File: src/rtl/fetch_unit.sv
// Instruction fetch stage: PC, memory request, instruction buffer to decode.
// Ports: clk_in/rst_n_in, ins_mem_* request/response, branch_* redirect,
//        dec_* buffered instruction/PC handshake toward decode.
module fetch_unit #(
    parameter int              XLEN       = 32,
    parameter logic [XLEN-1:0] RESET_ADDR = '0,
    parameter int              BUF_DEPTH  = 2
) (
    input  logic            clk_in,
    input  logic            rst_n_in,
    output logic            ins_mem_valid_out,
    output logic [XLEN-1:0] ins_mem_addr_out,
    input  logic            ins_mem_ready_in,
    input  logic [XLEN-1:0] ins_mem_data_in,
    input  logic            branch_valid_in,
    input  logic [XLEN-1:0] branch_target_in,
    output logic            dec_valid_out,
    input  logic            dec_ready_in,
    output logic [XLEN-1:0] dec_ins_out,
    output logic [XLEN-1:0] dec_pc_out
);

    localparam int PW = $clog2(BUF_DEPTH);
    localparam logic [PW:0] DEPTH = (PW + 1)'(BUF_DEPTH);
    localparam logic [XLEN-1:0] ALIGN_MASK = ~XLEN'(3);
    localparam logic [XLEN-1:0] STEP = XLEN'(4);

    typedef enum logic {
        BOOT,
        RUN
    } state_t;

    state_t          state;
    logic [XLEN-1:0] pc;
    logic [XLEN-1:0] buf_ins [BUF_DEPTH];
    logic [XLEN-1:0] buf_pc  [BUF_DEPTH];
    logic [PW-1:0]   rd_ptr;
    logic [PW-1:0]   wr_ptr;
    logic [PW:0]     count;

    logic full;
    logic fetch;
    logic pop;

    assign full = (count == DEPTH);

    // A redirect cancels this cycle's request so the stale PC is never fetched.
    assign ins_mem_valid_out = (state == RUN) && !full && !branch_valid_in;
    assign ins_mem_addr_out  = pc;

    assign dec_valid_out = (count != '0);
    assign dec_ins_out   = buf_ins[rd_ptr];
    assign dec_pc_out    = buf_pc[rd_ptr];

    assign fetch = ins_mem_valid_out && ins_mem_ready_in;
    // Decode may see dec_valid_out during a redirect; the pop is dropped.
    assign pop   = dec_valid_out && dec_ready_in && !branch_valid_in;

    always_ff @(posedge clk_in or negedge rst_n_in) begin
        if (!rst_n_in) begin
            state <= BOOT;
        end else begin
            unique case (state)
                BOOT:    state <= RUN;
                RUN:     state <= RUN;
                default: state <= BOOT;
            endcase
        end
    end

    always_ff @(posedge clk_in or negedge rst_n_in) begin
        if (!rst_n_in) begin
            pc <= RESET_ADDR;
        end else if (branch_valid_in) begin
            pc <= branch_target_in & ALIGN_MASK;
        end else if (fetch) begin
            pc <= pc + STEP;
        end
    end

    always_ff @(posedge clk_in or negedge rst_n_in) begin
        if (!rst_n_in) begin
            rd_ptr <= '0;
            wr_ptr <= '0;
            count  <= '0;
        end else if (branch_valid_in) begin
            rd_ptr <= '0;
            wr_ptr <= '0;
            count  <= '0;
        end else begin
            if (fetch) begin
                wr_ptr <= wr_ptr + PW'(1);
            end
            if (pop) begin
                rd_ptr <= rd_ptr + PW'(1);
            end
            unique case ({fetch, pop})
                2'b10:   count <= count + 1'b1;
                2'b01:   count <= count - 1'b1;
                default: count <= count;
            endcase
        end
    end

    // Storage is cleared on reset so decode outputs read zero while held.
    always_ff @(posedge clk_in or negedge rst_n_in) begin
        if (!rst_n_in) begin
            for (int i = 0; i < BUF_DEPTH; i++) begin
                buf_ins[i] <= '0;
                buf_pc[i]  <= '0;
            end
        end else if (fetch) begin
            buf_ins[wr_ptr] <= ins_mem_data_in;
            buf_pc[wr_ptr]  <= pc;
        end
    end

endmodule

File: config.mk
export PLATFORM = sky130hd
export DESIGN_NAME = fetch_unit
export DESIGN_NICKNAME = d
export VERILOG_FILES = /design/src/rtl/fetch_unit.sv
export SDC_FILE = /design/constraint.sdc
export NUM_CORES = 1
export LEC_CHECK = 0
export BUFFER_PORTS_ARGS = -buffer_cell sky130_fd_sc_hd__buf_2
export CAP_MARGIN = 20
export CORE_UTILIZATION = 25
export CTS_CLUSTER_DIAMETER = 200
export DETAILED_ROUTE_END_ITERATION = 10
export SETUP_SLACK_MARGIN = 0.1
export SYNTH_ARGS = -nofsm -noshare
export SYNTH_HDL_FRONTEND = slang
export SYNTH_SLANG_ARGS = --single-unit
File: constraint.sdc
create_clock -name clk_in -period 3.75 [get_ports clk_in]
set_input_delay 0.75 -clock clk_in [delete_from_list [all_inputs] [get_ports clk_in]]
set_output_delay 0.75 -clock clk_in [all_outputs]
set_load 0.03 [all_outputs]
Word-level counts from Yosys, hierarchy flattened
Index checks and enable logic that the tools add are counted.

word-level totals
  output and inout port bits = 98
  input port bits = 69
  register bits = 165

operators by class
  $lt $le $gt $ge = 3
  add/sub/neg operators = 5
  bitwise logic cells = 2
  reductions and logical operators = 12
  muxes and demuxes = 18
  equal/unequal tests = 3

operator list
  cell                                                                          number
  32-bit two-way mux                                                            9
  64-bit bitwise mux                                                            2
  32-bit by 3-bit adder with 32-bit output, second input constant               1
  32-bit demux with 1-bit select                                                1
  1-bit logical AND                                                             6
  2-bit nonzero test                                                            3
  2-bit equality test, second input constant                                    2
  2-bit >= comparator, second input constant                                    2
  1-bit two-way mux                                                             4
  1-bit NOT with 2-bit output                                                   2
  2-bit one-hot mux with 2 select lines                                         1
  3-bit nonzero test                                                            1
  1-bit adder, second input constant                                            2
  2-bit by 1-bit adder with 2-bit output, second input constant                 1
  2-bit by 1-bit equality test with 1-bit output, second input constant         1
  1-bit logical NOT                                                             2
  2-bit by 1-bit less-than comparator with 1-bit output, second input constant  1
  2-bit two-way mux                                                             1
  2-bit by 1-bit subtractor with 2-bit output, second input constant            1

Longest topological paths before layout
  depth after elaboration = 8
  gate-level depth with buffers = 8
  depth with buffers taken out = 6

Least setup slack after synthesis
OpenSTA, ideal clock, no wires.

  path type = input -> output
  start = in branch_valid_in
  end = out ins_mem_valid_out
  stages on the path = 3
  path buffers = 2
  data required time = 3,000 ps
  path slack = 1,094 ps
  arrival = 1,906 ps
  path through = clkbuf_1 > clkbuf_1 > nor3b_1

between the ends
  longest elaborated chain between the ends = 2

RTL lines
  element            RTL line  RTL
  start, declared    15        input logic branch_valid_in,
  1-bit logical NOT  48        assign ins_mem_valid_out = (state == RUN) && !full && !branch_valid_in;
  1-bit logical AND  48
  end, declared      11        output logic ins_mem_valid_out,

No other way between the ends.

Final worst setup path
  start = reg rd_ptr
  end = out dec_ins_out[31]

between the ends
  longest elaborated chain between the ends = 4

RTL lines
  element                                                 RTL line  RTL
  start, declared                                         37        logic [PW-1:0] rd_ptr;
  start signal, assigned                                  95        rd_ptr <= rd_ptr + PW'(1);
  1-bit NOT with 2-bit output (implied by the code)       52        assign dec_ins_out = buf_ins[rd_ptr];
  32-bit two-way mux (implied by the code) (3 in series)  52
  end, declared                                           19        output logic [XLEN-1:0] dec_ins_out,

No other way between the ends. The select of a mux whose other input is x is not followed.

==> results.yml <==
outcome:
  run_status: "finished clean"
power_and_ir_drop:
  power_density_nw_per_um2: 616
  total_leakage_power_nw: 4.25
  irDropWorstVdd_v: 0.000341
setup_path:
  critical_path.top_delay_family: "flip-flops"
  start_kind: "flip-flop"
  crit_required_ns: 3.00
  rr_worst_depth: 7
  path_buf_inv: 2
  regToRegSetupSlack_ns: 1.42
  critPathArrivalTime_ns: 2.02
  r2r-end: "ins_mem_addr_out[26]"
  worstSetupPathType: "flip-flop to primary output"
  slowest_stage: "dfrtp_2"
  end_kind: "primary output"
  critPathMaxStageDelay_ns: 0.61
  worstPathCellList: "buf_12 -> mux2_2 -> buf_2"
  path_max_fanout: 51
  cp.depth: 3
  r2r-start: "count[0]"
timing:
  finalCritPeriodShare_pct: 73.8
  tightest_slew_ns: 0.996
  clock_skew_ns: 0.0191
  fin_setup_tns_ns: 0
  hold_viol_final: 0
  fmax_mhz: 362
  fin_crit_ns: 2.77
  maxSlewViolCount: 0
  setup_viol: 0
  relSlewSlack_pct: 33.6
  rsz0062_at_grt: "false"
placed_design:
  dp.cells: 1092
  hpwlAfterDp_mm: 12.2
  io_buffers: 160
  gp_congestion: 0.730
drt:
  drt_wl_total_mm: 18.5
  ant_nets: 0
  viasPerCell: 4.59
  drc: 0
  vias: 5164
  detail_route.wl_per_cell_um: 16.5
  dr.pass1.iters: 4
  drt_iter0_drc: 249
global_route:
  grt_start_max_net_pins: 95
  met1_usage_pct: 16.5
  grt_use_met2_pct: 20.3
  grt_pass1_wl_mm: 30.0
  grt_pass1_vias: 5322
  grt_overflow: 0
  grt-busiest-layer: "met2"
  antenna_found_initial: 2
  use_met3_pct: 4.41
  grt_usage_pct: 12.9
logic_synthesis:
  synth_area_per_cell_um2: 12.8
  synth_seq_cells: 159
  synthArstFlopShare_pct: 100
  netlist_area_um2: 7390
  ys.warnings.count: 0
  synthFlopType: "dfrtp_1"
  ys_types: 48
  synth_edf_count: 0
  ys_seq_area_share_pct: 53.9
  synthCells: 575
floorplanning:
  die_w_um: 174
  rows: 62
  fp.coreArea_um2: 28900
  start_util_pct: 25.6
  die-height_um: 174
  die_area_um2: 30200
  io_pins: 167
cts:
  clk_path_buf_depth: 2
  cts-root-buf: "clkbuf_16"
  htree_levels: 4
  hold_buffers: 0
  cts_tree: "done"
  cts_resized: 0
  cts_sinks: 159
  cts_setup_buffers: 0
  cts.clk_slew.worst_paths_ns: 0.08
  clk_latency_ns: 0.44
  cts-buffers-inserted: 17
worst_hold_path:
  hold_path.class: "input port to async pin"
layout:
  drive_gt1_share_pct: 45.5
  nFillCells: 2925
  seq_area_um2: 3980
  final_common_cell: "buf_2"
  multi_input_area_um2: 3240
  instances_no_fill: 1124
  antenna_cells: 0
  final_cell_mix: "buf_2, dfrtp_1, mux2_2"
  num-nets-final: 797
  syn2layout_area_growth_pct: 25.6
job:
  maxCapViolations: 0
## report_power, final
| group | internal, W | switching [W] |
|---|---|---|
| clock network | 0.00114 | 0.000792 |
| registers | 0.00210 | 0.000236 |
| logic | 0.000606 | 0.000844 |
## routing by layer
metal / wire length (um) / vias up
met5: 13 / -
met4: 241 / 2
met3: 1210 / 19
met2: 8590 / 136
met1: 8470 / 2589
li1: - / 2418
## registers in the layout, summed over array words and instances, names as in the netlist
signal / cells
ins_mem_addr_out: 30
wr_ptr: 1
rd_ptr: 1
buf_pc: 60
count: 2
buf_ins: 64
state: 1
## cell usage after synthesis, drive strengths merged, types with 5 or more instances
library cell  instances  area share (%)
nand3                24             1.6
clkbuf               13            0.66
o311ai               11             1.3
o21ai                16             1.1
mux2                184              28
nand2                39             2.0
dfrtp               159              54
o211ai                7            0.71
nor2                 18            0.95
nand4                 9             1.1
a31oi                 6            0.51
nor4                  5            0.80
buf                  27             1.9
and3                  6            0.51
## stage by stage
step	hold slack (ns)	area [um^2]	total power (W)	utilization [%]	worst slack (ns)
after global routing	0.475	9280	0.00602	32.1	0.887
after CTS	0.438	9280	0.00580	32.1	0.919
final	0.396	9280	0.00571	32.1	0.984
after global placement	0.461	8630	0.00380	29.9	0.937
after floorplan	0.444	7400	0.00339	-	1.09
after detailed placement	0.471	8630	0.00383	29.9	0.921
## worst max-delay path by stage
| stage | startpoint | endpoint | slack [ns] |
|---|---|---|---|
| final | rd_ptr | dec_ins_out[31] | 0.98 |
| after global routing | rd_ptr | dec_ins_out[31] | 0.89 |
| after CTS | rd_ptr | dec_ins_out[31] | 0.92 |
| after detailed placement | branch_valid_in | buf_ins[6] | 0.92 |
| after global placement | branch_valid_in | buf_ins[30] | 0.94 |
| after floorplan | branch_valid_in | ins_mem_valid_out | 1.09 |
## layout make-up
class                      instances  share of cell area (%)
clock inverter                    15                    2.36
multi-input combinational        375                    34.9
tap                              384                    5.18
clock buffer                      17                    4.59
inverter                           4                   0.162
timing repair buffer             170                    9.91
sequential                       159                    42.9
## cell families after synthesis
family / count (synthesis) / share of synthesized area (%)
mux: 185 / 28.2
compound gates: 60 / 5.73
other cells: 2 / 0.102
xor+xnor: 3 / 0.356
buf+inv: 44 / 2.78
flops: 159 / 53.9
fa+ha+maj: 1 / 0.169
simple gates: 121 / 8.81
No activity file was read; power rests on OpenSTA's default activity.
